[src/rtl/sobel_pkg.sv]
// sobel_pkg: shared encodings and defaults for the Sobel streaming engine.
//   - mode_e  : operating modes as driven on i_mode
//   - state_e : engine FSM states (also exported on the debug state output)
//   - default pixel / address widths and the default line-buffer depth
package sobel_pkg;

    localparam int SOBEL_DATA_WIDTH = 8;
    localparam int SOBEL_ADDR_WIDTH = 16;
    localparam int SOBEL_MAX_WIDTH  = 256;

    typedef enum logic [1:0] {
        MODE_MOVE   = 2'd0,
        MODE_SOBEL  = 2'd1,
        MODE_THRESH = 2'd2,
        MODE_RSVD   = 2'd3
    } mode_e;

    typedef enum logic [1:0] {
        ST_IDLE  = 2'd0,
        ST_READ  = 2'd1,
        ST_DRAIN = 2'd2,
        ST_DONE  = 2'd3
    } state_e;

    // Both gradient modes need a full 3x3 neighbourhood.
    function automatic logic is_sobel_mode(input logic [1:0] mode);
        return (mode == MODE_SOBEL) || (mode == MODE_THRESH);
    endfunction

endpackage

[src/rtl/sobel_line_buffer.sv]
// sobel_line_buffer: two image rows of history, MAX_WIDTH pixels deep.
//   clk     : clock
//   push_i  : a new pixel for column col_i is accepted this cycle
//   col_i   : column of the incoming pixel
//   pix_i   : incoming pixel (current row)
//   row1_o  : pixel at col_i from the previous row
//   row2_o  : pixel at col_i from two rows back
// Reads are combinational and return the contents before this cycle's push,
// so the caller sees the column {row2, row1, pix} in the same cycle.
// Contents are not reset: the engine never uses rows it has not yet written
// in the current frame.
module sobel_line_buffer
    import sobel_pkg::*;
#(
    parameter int DATA_WIDTH = SOBEL_DATA_WIDTH,
    parameter int MAX_WIDTH  = SOBEL_MAX_WIDTH,
    parameter int COL_W      = $clog2(MAX_WIDTH)
) (
    input  logic                  clk,
    input  logic                  push_i,
    input  logic [COL_W-1:0]      col_i,
    input  logic [DATA_WIDTH-1:0] pix_i,
    output logic [DATA_WIDTH-1:0] row1_o,
    output logic [DATA_WIDTH-1:0] row2_o
);

    logic [DATA_WIDTH-1:0] row1_mem [MAX_WIDTH];
    logic [DATA_WIDTH-1:0] row2_mem [MAX_WIDTH];

    assign row1_o = row1_mem[col_i];
    assign row2_o = row2_mem[col_i];

    // Each column slot ages by one row per push at that column.
    always_ff @(posedge clk) begin
        if (push_i) begin
            row1_mem[col_i] <= pix_i;
            row2_mem[col_i] <= row1_mem[col_i];
        end
    end

endmodule

[src/rtl/sobel_stream_engine.sv]
// sobel_stream_engine: streams a W x H image from a source BRAM (b0) once in
// raster order and writes either a copy (MOVE), the Sobel magnitude (SOBEL)
// or a binarised magnitude (SOBEL_THRESH) to a destination BRAM (b1).
//   clk, rst_n            : clock, asynchronous active-low reset
//   i_start / i_abort     : frame start pulse (IDLE only) / synchronous abort
//   i_mode, i_width,
//   i_height, i_thresh    : frame configuration, captured on i_start
//   b0_ce1/b0_addr1/b0_q1 : source read port
//   b1_ce1/b1_we1/
//   b1_addr1/b1_d1        : destination write port
//   o_idle/o_busy/
//   o_done/o_err          : status; o_done and o_err are one-cycle pulses
//   o_dbg_state           : current FSM state (state_e encoding)
// Interface timing: b0 is a strobe-only read port, b0_q1 holds the pixel
// addressed by b0_addr1 exactly one cycle after b0_ce1; b1 is a strobe-only
// write port with no back-pressure, a write happens in every cycle b1_we1 is 1.
// Pipeline: issue (cycle t) -> pixel into window (t+1) -> gradient and output
// register (t+2) -> b1 write visible (t+3).
module sobel_stream_engine
    import sobel_pkg::*;
#(
    parameter int DATA_WIDTH = SOBEL_DATA_WIDTH,
    parameter int ADDR_WIDTH = SOBEL_ADDR_WIDTH,
    parameter int MAX_WIDTH  = SOBEL_MAX_WIDTH
) (
    input  logic                  clk,
    input  logic                  rst_n,
    input  logic                  i_start,
    input  logic                  i_abort,
    input  logic [1:0]            i_mode,
    input  logic [ADDR_WIDTH-1:0] i_width,
    input  logic [ADDR_WIDTH-1:0] i_height,
    input  logic [DATA_WIDTH-1:0] i_thresh,
    output logic                  b0_ce1,
    output logic [ADDR_WIDTH-1:0] b0_addr1,
    input  logic [DATA_WIDTH-1:0] b0_q1,
    output logic                  b1_ce1,
    output logic                  b1_we1,
    output logic [ADDR_WIDTH-1:0] b1_addr1,
    output logic [DATA_WIDTH-1:0] b1_d1,
    output logic                  o_idle,
    output logic                  o_busy,
    output logic                  o_done,
    output logic                  o_err,
    output logic [1:0]            o_dbg_state
);

    localparam int COL_W = $clog2(MAX_WIDTH);
    localparam int GW    = DATA_WIDTH + 4;

    state_e                state_q, state_d;
    mode_e                 mode_q;
    logic [ADDR_WIDTH-1:0] width_q, height_q;
    logic [DATA_WIDTH-1:0] thresh_q;
    logic                  err_q;

    logic [ADDR_WIDTH-1:0] rd_addr_q, rd_col_q, rd_row_q;
    logic                  s1_v_q;
    logic [ADDR_WIDTH-1:0] s1_col_q, s1_row_q;
    logic                  s2_v_q, s2_wr_q;
    logic                  b1_we_q;
    logic [ADDR_WIDTH-1:0] b1_addr_q, wr_cnt_q;
    logic [DATA_WIDTH-1:0] b1_d_q;

    logic                  cfg_ok, start_go, last_issue;
    logic [DATA_WIDTH-1:0] lb_row1, lb_row2;
    logic [DATA_WIDTH-1:0] win_q [3][3];
    logic signed [GW-1:0]  gx, gy;
    logic [GW-1:0]         abs_gx, abs_gy, mag;
    logic [DATA_WIDTH-1:0] mag_sat, out_pix;

    // ---------------------------------------------------------------- config
    always_comb begin
        cfg_ok = 1'b1;
        if (i_mode == MODE_RSVD)                       cfg_ok = 1'b0;
        if (i_width == '0 || i_height == '0)           cfg_ok = 1'b0;
        if (32'(i_width) > MAX_WIDTH)                  cfg_ok = 1'b0;
        if (is_sobel_mode(i_mode) &&
            (32'(i_width) < 3 || 32'(i_height) < 3))   cfg_ok = 1'b0;
    end

    assign start_go   = (state_q == ST_IDLE) && i_start && !i_abort;
    assign last_issue = (rd_col_q == width_q - 1'b1) && (rd_row_q == height_q - 1'b1);

    // ------------------------------------------------------------------- FSM
    always_comb begin
        state_d = state_q;
        case (state_q)
            ST_IDLE:  if (start_go) state_d = cfg_ok ? ST_READ : ST_DONE;
            ST_READ:  if (last_issue) state_d = ST_DRAIN;
            // Once both pipeline stages are empty the final write is on b1.
            ST_DRAIN: if (!s1_v_q && !s2_v_q) state_d = ST_DONE;
            ST_DONE:  state_d = ST_IDLE;
            default:  state_d = ST_IDLE;
        endcase
        if (i_abort) state_d = ST_IDLE;
    end

    // ------------------------------------------------ counters and pipeline
    always_ff @(posedge clk or negedge rst_n) begin
        if (!rst_n) begin
            state_q   <= ST_IDLE;
            mode_q    <= MODE_MOVE;
            width_q   <= '0;
            height_q  <= '0;
            thresh_q  <= '0;
            err_q     <= 1'b0;
            rd_addr_q <= '0;
            rd_col_q  <= '0;
            rd_row_q  <= '0;
            s1_v_q    <= 1'b0;
            s1_col_q  <= '0;
            s1_row_q  <= '0;
            s2_v_q    <= 1'b0;
            s2_wr_q   <= 1'b0;
            b1_we_q   <= 1'b0;
            b1_addr_q <= '0;
            b1_d_q    <= '0;
            wr_cnt_q  <= '0;
        end else begin
            state_q <= state_d;
            if (i_abort) begin
                // Flushing every in-flight stage silences b1 from the next cycle.
                err_q   <= 1'b0;
                s1_v_q  <= 1'b0;
                s2_v_q  <= 1'b0;
                s2_wr_q <= 1'b0;
                b1_we_q <= 1'b0;
            end else begin
                if (start_go) begin
                    mode_q    <= mode_e'(i_mode);
                    width_q   <= i_width;
                    height_q  <= i_height;
                    thresh_q  <= i_thresh;
                    err_q     <= !cfg_ok;
                    rd_addr_q <= '0;
                    rd_col_q  <= '0;
                    rd_row_q  <= '0;
                    wr_cnt_q  <= '0;
                end
                if (state_q == ST_READ && !last_issue) begin
                    rd_addr_q <= rd_addr_q + 1'b1;
                    if (rd_col_q == width_q - 1'b1) begin
                        rd_col_q <= '0;
                        rd_row_q <= rd_row_q + 1'b1;
                    end else begin
                        rd_col_q <= rd_col_q + 1'b1;
                    end
                end
                s1_v_q   <= (state_q == ST_READ);
                s1_col_q <= rd_col_q;
                s1_row_q <= rd_row_q;
                s2_v_q   <= s1_v_q;
                // The window is complete only once two columns and two rows
                // of this frame precede the newest pixel; this also discards
                // the two columns straddling a row wrap.
                s2_wr_q  <= s1_v_q && ((mode_q == MODE_MOVE) ||
                            (s1_col_q >= ADDR_WIDTH'(2) && s1_row_q >= ADDR_WIDTH'(2)));
                b1_we_q  <= s2_wr_q;
                if (s2_wr_q) begin
                    b1_addr_q <= wr_cnt_q;
                    b1_d_q    <= out_pix;
                    wr_cnt_q  <= wr_cnt_q + 1'b1;
                end
            end
        end
    end

    // ------------------------------------------------------ neighbourhood
    sobel_line_buffer #(
        .DATA_WIDTH (DATA_WIDTH),
        .MAX_WIDTH  (MAX_WIDTH),
        .COL_W      (COL_W)
    ) u_line_buffer (
        .clk    (clk),
        .push_i (s1_v_q),
        .col_i  (s1_col_q[COL_W-1:0]),
        .pix_i  (b0_q1),
        .row1_o (lb_row1),
        .row2_o (lb_row2)
    );

    // win_q[row][col]: row 0 is oldest (top), col 2 is newest (right).
    always_ff @(posedge clk) begin
        if (s1_v_q) begin
            for (int r = 0; r < 3; r++) begin
                win_q[r][0] <= win_q[r][1];
                win_q[r][1] <= win_q[r][2];
            end
            win_q[0][2] <= lb_row2;
            win_q[1][2] <= lb_row1;
            win_q[2][2] <= b0_q1;
        end
    end

    // ------------------------------------------------------------ gradient
    function automatic logic signed [GW-1:0] ext(input logic [DATA_WIDTH-1:0] p);
        return signed'({{(GW-DATA_WIDTH){1'b0}}, p});
    endfunction

    assign gx = (ext(win_q[0][2]) + (ext(win_q[1][2]) <<< 1) + ext(win_q[2][2]))
              - (ext(win_q[0][0]) + (ext(win_q[1][0]) <<< 1) + ext(win_q[2][0]));
    assign gy = (ext(win_q[2][0]) + (ext(win_q[2][1]) <<< 1) + ext(win_q[2][2]))
              - (ext(win_q[0][0]) + (ext(win_q[0][1]) <<< 1) + ext(win_q[0][2]));

    // Each |G| is below 2^(DATA_WIDTH+2), so the sum cannot overflow GW bits.
    assign abs_gx  = gx[GW-1] ? GW'(-gx) : GW'(gx);
    assign abs_gy  = gy[GW-1] ? GW'(-gy) : GW'(gy);
    assign mag     = abs_gx + abs_gy;
    assign mag_sat = (|mag[GW-1:DATA_WIDTH]) ? '1 : mag[DATA_WIDTH-1:0];

    always_comb begin
        out_pix = mag_sat;
        case (mode_q)
            MODE_MOVE:   out_pix = win_q[2][2];
            MODE_THRESH: out_pix = (mag_sat >= thresh_q) ? '1 : '0;
            default:     out_pix = mag_sat;
        endcase
    end

    // --------------------------------------------------------------- outputs
    assign b0_ce1      = (state_q == ST_READ);
    assign b0_addr1    = rd_addr_q;
    assign b1_we1      = b1_we_q;
    assign b1_ce1      = b1_we_q;
    assign b1_addr1    = b1_addr_q;
    assign b1_d1       = b1_d_q;
    assign o_idle      = (state_q == ST_IDLE);
    assign o_busy      = (state_q == ST_READ) || (state_q == ST_DRAIN);
    assign o_done      = (state_q == ST_DONE);
    assign o_err       = (state_q == ST_DONE) && err_q;
    assign o_dbg_state = state_q;

endmodule

[config.mk]
export PLATFORM = sky130hd
export DESIGN_NAME = sobel_stream_engine
export DESIGN_NICKNAME = d
export VERILOG_FILES = /design/src/rtl/sobel_pkg.sv /design/src/rtl/sobel_line_buffer.sv /design/src/rtl/sobel_stream_engine.sv
export SDC_FILE = /design/constraint.sdc
export NUM_CORES = 2
export LEC_CHECK = 0
export CAP_MARGIN = 10
export CORE_ASPECT_RATIO = 1.75
export CORE_MARGIN = 4
export CORE_UTILIZATION = 45
export DETAILED_ROUTE_END_ITERATION = 12
export PLACE_DENSITY = 0.7
export SYNTH_ARGS = -nofsm -noshare
export SYNTH_HDL_FRONTEND = slang
export SYNTH_MEMORY_MAX_BITS = 65536
export SYNTH_SLANG_ARGS = --single-unit
[constraint.sdc]
create_clock -name clk -period 21.6 [get_ports clk]
set_clock_uncertainty 0.15 [all_clocks]
set_input_delay 5.4 -clock clk [delete_from_list [all_inputs] [get_ports clk]]
set_output_delay 5.4 -clock clk [all_outputs]
set_load 0.005 [all_outputs]
* Word level (Yosys, flattened, before mapping)
Memories as Yosys holds them, arrays and structs flattened. Cells that the tools add are included.
Operators by class: add/subtract/negate cells 19, order comparisons 6, equal/unequal tests 12, muxes and demuxes 31, bitwise operators 1, reduce and logical (&&, ||, !) cells 32
Operators by type and width (count):
- $mux W16 | 8
- $add A16 B1 Y16 const B | 4
- $add A10 B8 Y11 | 4
- $add A8 B9 Y10 | 4
- $eq A16 B16 Y1 | 2
- $ge A16 B2 Y1 const B | 2
- $logic_not A16 Y1 | 2
- $lt A16 B2 Y1 const B | 2
- $sub A16 B1 Y16 const B | 2
- $mux W12 | 2
- $neg A12 Y12 | 2
- $sub A11 B11 Y12 | 2
- $gt A16 B9 Y1 const B | 1
- $mux W8 | 2
- $pmux W8 S2 | 1
- $add A12 B12 Y12 | 1
- $mux W1 | 12
- $eq A2 B2 Y1 const B | 5
- $mux W2 | 5
- $logic_and A1 B1 Y1 | 9
- $ge A8 B8 Y1 | 1
- $pmux W2 S4 | 1
- $reduce_and A2 Y1 | 4
- $ne A3 B2 Y1 const B | 2
- 9 further kinds | 21
Storage, ports and cells: register bits after elaboration 169, memory bits (writable) 4168, input bits 54, output and inout port bits 49, logic and storage cells 122, memories 3
Memories:
- u_line_buffer.row1_mem | words 256, bits a word 8, read ports 1, clocked after memory_dff 0, write ports 1, line sobel_line_buffer.sv:27 | logic [DATA_WIDTH-1:0] row1_mem [MAX_WIDTH];
- u_line_buffer.row2_mem | words 256, bits a word 8, read ports 1, clocked after memory_dff 0, write ports 1, line sobel_line_buffer.sv:28 | logic [DATA_WIDTH-1:0] row2_mem [MAX_WIDTH];
- win_q | words 3, bits a word 24, read ports 3, clocked after memory_dff 0, write ports 3, line sobel_stream_engine.sv:67 | logic [DATA_WIDTH-1:0] win_q [3][3];

* Logic depth before layout (Yosys ltp)
An unclocked memory read counts as a cell.
depth in word-level cells 12, gate-level depth with buffers 33, gate-level depth less buffers 33

* Cells and area by module
From an unflattened synthesis, not the netlist that was laid out.
Second synthesis, totals: cell total of the unflattened synthesis 8114, area total of the unflattened synthesis 169138.5 sq um
Modules (own cells, without submodules):
- sobel_line_buffer | instances 1, cells each 6701, area each 154981.1 sq um, sequential area each 122998.0 sq um
- sobel_stream_engine | instances 1, cells each 1413, area each 14157.3 sq um, sequential area each 6366.1 sq um

* Least setup slack after synthesis
No wires, ideal clock.
kind reg-to-reg, start register s1_col_q[0], end memory u_line_buffer.row2_mem[0][4] (netlist name) (data pin), setup time 2195 ps, arrival 12616 ps, required time 19255 ps, path slack 6639 ps, stages on the path, launching flop included 10, path buffers 5, clock period less this slack 14961 ps, cells stage by stage dfrtp_1 clkbuf_1 buf_2 buf_2 clkbuf_1 buf_1 mux4_2 mux4_2 mux2i_1 o21ai_0
On the way: word-level cells in the longest chain between the ends 1
Ends and longest elaborated chain:
- start, declared | line sobel_stream_engine.sv:59 | logic [ADDR_WIDTH-1:0] s1_col_q, s1_row_q;
- start signal, assigned | line sobel_stream_engine.sv:151 | s1_col_q <= rd_col_q;
- $mem_v2 Z256 W8
- via lb_row1[4] | line sobel_stream_engine.sv:66 | logic [DATA_WIDTH-1:0] lb_row1, lb_row2;
- end, declared | line sobel_line_buffer.sv:28
The timed path passes the listed nets, and every way through them passes these cells.

* Worst setup path in the final report
start register s1_col_q[0], end memory u_line_buffer.row2_mem[192][6] (netlist name) (data pin)
Same word-level chain as after synthesis.

==> results.md <==
- Initial DRC count: 10600
- Share of synthesized area occupied by flip-flops and latches: 75.8%
- Part of the cycle the worst path needs: 41.7%
- Die Width: 473 um
- Shortest period the worst path allows: 9000 ps
- Async set-reset flop share out of synthesis: 3.87%
- Post-detailed-route via-to-cell ratio: 6.20
- Number of vias after detailed routing: 82800
- CTS buffer count: 358
- Class of the tightest hold or removal check: reg2reg
- Layout filler cell count: 28500
- Multi-input logic area: 0.0397 sq mm
- Area of all sequential standard cells: 0.129 sq mm
- Max-slew headroom at the worst pin: 10.0%
- TritonCTS clock tree: built
- Number of antenna violations at the first check in global routing: 14
- Number of detailed-route iterations in the first pass: 8
- Clock transition at path regs: 70 ps
- Unrepaired setup endpoints after global routing: false
- GP Congestion: 0.862
- Pwr per Cell Area: 122 mW/mm^2
- Final HPWL DP: 265 mm
- Ratio of cells with drive above 1 in the final layout: 29.7%
- Worst Setup End Kind: register
- Synth-to-layout area growth: 12.5%
- Leakage Power: 0.0590 uW
- Remaining routing DRC violations: 0
- Clock net sink count: 4336
- Number of nets produced by synthesis: 7859
- Transition at the pin with the smallest max-transition slack: 1340 ps
- Drt wl/cell: 33.0 um
- Synth warn: 0
- Post-synthesis cell type count: 81
- Critical path fanouts, max: 84
- CP Data Arrival Time: 9370 ps
- Startpoint type of the worst setup path: register
- Cell area after synthesis: 0.171 sq mm
- Setup CP Type: reg2reg
- Number of setup violations in the final report: 0
- Row count: 298
- Flip-flop and latch count after synthesis: 4336
- Largest net degree at the start of global routing: 185
- Result of the run: complete, no violations
- Hold Fails Final Rpt: 0
- Number of enable flip-flop cells after synthesis: 4168
- Die height: 823 um
- Overall track demand over capacity in global routing: 22.5%
- Remaining global-route overflow: 0
- Fmax achieved: 111 MHz
- Layout Nets: 8284
- Number of antenna-violating nets in the routed design: 0
- Global-route wire length before repair: 632 mm
- Clock latency on the worst-skew pair: 970 ps
- Final-layout setup total negative slack: 0 ps
- Post-synthesis average cell area: 22.2 sq um
- Maximum root-to-sink buffer count: 4
- Area of the die: 0.389 sq mm
- Initial standard-cell utilization of the core: 45.3%
- Flip-flop cell with the highest count after synthesis: sky130_fd_sc_hd__edfxtp_1
- Count of final max-slew check failures: 0
- Worst hold margin: 272 ps
- Hold bufs inserted after CTS: 0
- Post-synthesis cell count: 7686
- Post-CTS Resized: 0
- Final Total Pwr: 23400 uW
- Core region area: 0.377 sq mm
- Clock tree root buffer cell: sky130_fd_sc_hd__clkbuf_16
- Critical path data required time: 21970 ps
- Top-Level Pins: 103
- Via count of the first global-routing pass: 86200
- Overall routed net length: 440 mm
- PortBufs: 102
- H-Tree Level Count: 5
- Max cap viols: 0
- Number of buffers added for setup after CTS: 0
- Worst vdd rail ir drop: 0.000318 V
cell usage in the layout (no fill, tap or decap), drive strengths merged, types with 11 or more instances in the layout:
| cell type | instances |
|---|---|
| a32oi | 14 |
| clkinvlp | 21 |
| nor2 | 336 |
| clkinv | 144 |
| o21bai | 11 |
| xnor2 | 45 |
| xor2 | 21 |
| nand4 | 29 |
| edfxtp | 4168 |
| nor3 | 36 |
| o21ai | 75 |
| inv | 142 |
| a21oi | 42 |
| dfrtp | 168 |
| nand2 | 275 |
| buf | 377 |
| a21o | 23 |
| fa | 63 |
| mux2 | 46 |
| nand2b | 18 |
| mux4 | 1301 |
| a22o | 31 |
| nand3 | 92 |
| nor4 | 38 |
| mux2i | 19 |
| nor2b | 32 |
| ha | 56 |
| bufinv | 49 |
| or3 | 14 |
| o22ai | 11 |
| and3 | 24 |
| clkdlybuf4s50 | 92 |
| or4 | 15 |
| clkbuf | 430 |
| a22oi | 17 |
flip-flops by register name (all words and copies together), names as in the netlist, 2 cells and up:
| signal | count |
|---|---|
| height_q | 16 |
| wr_cnt_q | 16 |
| rd_col_q | 16 |
| s1_col_q | 16 |
| u_line_buffer.row2_mem | 2048 |
| o_dbg_state | 2 |
| rd_row_q | 16 |
| b0_addr1 | 16 |
| mode_q | 2 |
| win_q | 72 |
| width_q | 16 |
| thresh_q | 8 |
| b1_addr1 | 16 |
| b1_d1 | 8 |
| u_line_buffer.row1_mem | 2048 |
| s1_row_q | 15 |
cell usage after synthesis (32+ instances only):
| cell | n | area share [%] |
|---|---|---|
| sky130_fd_sc_hd__inv_1 | 125 | 0.27 |
| sky130_fd_sc_hd__mux2_2 | 46 | 0.30 |
| sky130_fd_sc_hd__mux4_2 | 1301 | 17 |
| sky130_fd_sc_hd__ha_1 | 56 | 0.41 |
| sky130_fd_sc_hd__nand2_1 | 274 | 0.60 |
| sky130_fd_sc_hd__o21ai_0 | 64 | 0.19 |
| sky130_fd_sc_hd__nor2_1 | 335 | 0.74 |
| sky130_fd_sc_hd__dfrtp_1 | 168 | 2.5 |
| sky130_fd_sc_hd__xnor2_1 | 45 | 0.23 |
| sky130_fd_sc_hd__a21oi_1 | 41 | 0.12 |
| sky130_fd_sc_hd__nand3_1 | 92 | 0.27 |
| sky130_fd_sc_hd__nor2b_1 | 32 | 0.12 |
| sky130_fd_sc_hd__fa_1 | 63 | 0.74 |
| sky130_fd_sc_hd__clkbuf_1 | 247 | 0.54 |
| sky130_fd_sc_hd__edfxtp_1 | 4168 | 73 |
| sky130_fd_sc_hd__nor4_1 | 37 | 0.14 |
| sky130_fd_sc_hd__buf_1 | 134 | 0.29 |
| sky130_fd_sc_hd__nor3_1 | 36 | 0.11 |
kinds of logic after synthesis:
group | share of synthesized area, %
multiplexers | 17.6
AO/OA/AOI/OAI | 1.34
XOR/XNOR | 0.352
adder cells (fa/ha/maj) | 1.16
AND/OR/NAND/NOR | 2.53
buffers and inverters | 1.21
flip-flops | 75.8
area by class of cell:
cell class                      count  share of cell area [%]
Tap cell                         4950                    3.23
Clock buffer                      422                    4.86
Antenna cell                        8                  0.0104
Inverter                          125                   0.244
Multi-Input combinational cell   2813                    20.7
Sequential cell                  4336                    67.4
Timing Repair Buffer              477                    2.19
Clock inverter                    231                    1.34
metrics by stage:
stage	utilization, %	area (sq um)	worst slack [ps]	instances
after CTS	50.8	192000	12300	13300
final	50.9	192000	12600	13400
after floorplan	-	171000	6640	7686
after global placement	47.6	180000	12500	12700
after detailed placement	47.7	180000	12350	12700
after global routing	50.9	192000	11860	13400
layer usage:
metal | vias to the layer above | wire length, um | GRT usage (%) | part of all wire [%]
li1 | 33000 | - | - | -
met1 | 44300 | 146000 | 26.5 | 33
met2 | 4358 | 229000 | 38.9 | 52
met3 | 1077 | 33400 | 3.58 | 7.6
met4 | 8 | 31700 | 13.5 | 7.2
met5 | - | 57 | 0 | 0.013
critical path: stages, from the launching register on:
cell,delay [ps]
sky130_fd_sc_hd__dfrtp_4,870
sky130_fd_sc_hd__buf_4,660
sky130_fd_sc_hd__buf_4,780
sky130_fd_sc_hd__buf_4,720
sky130_fd_sc_hd__buf_4,810
sky130_fd_sc_hd__buf_4,710
sky130_fd_sc_hd__mux4_2,580
sky130_fd_sc_hd__mux4_2,510
sky130_fd_sc_hd__mux4_2,580
sky130_fd_sc_hd__a22oi_1,690
sky130_fd_sc_hd__nand4_1,240
sky130_fd_sc_hd__buf_4,370
sky130_fd_sc_hd__buf_4,490
final timing paths:
path                            cells after the start                             end  slack (ps)          from
worst max-delay path                               12  u_line_buffer.row2_mem[192][6]       12600   s1_col_q[0]
worst min-delay path                                0                    win_q[0][43]         270  win_q[0][35]
worst max register to register                     12  u_line_buffer.row2_mem[192][6]       12600   s1_col_q[0]
worst min register to register                      0                    win_q[0][43]         270  win_q[0][35]
max in group asynchronous                           2                          s1_v_q       15320         rst_n
min in group asynchronous                           1                     thresh_q[2]        4350         rst_n
report_power, final:
part | leakage (uW) | internal (uW) | switching (uW)
Sequential | 0.0397 | 9960 | 130
Clock | 0.00580 | 3710 | 2990
Combinational | 0.0135 | 2650 | 4000
Total | 0.0590 | 16300 | 7120
Note: power is estimated with default switching activity, not from simulation.
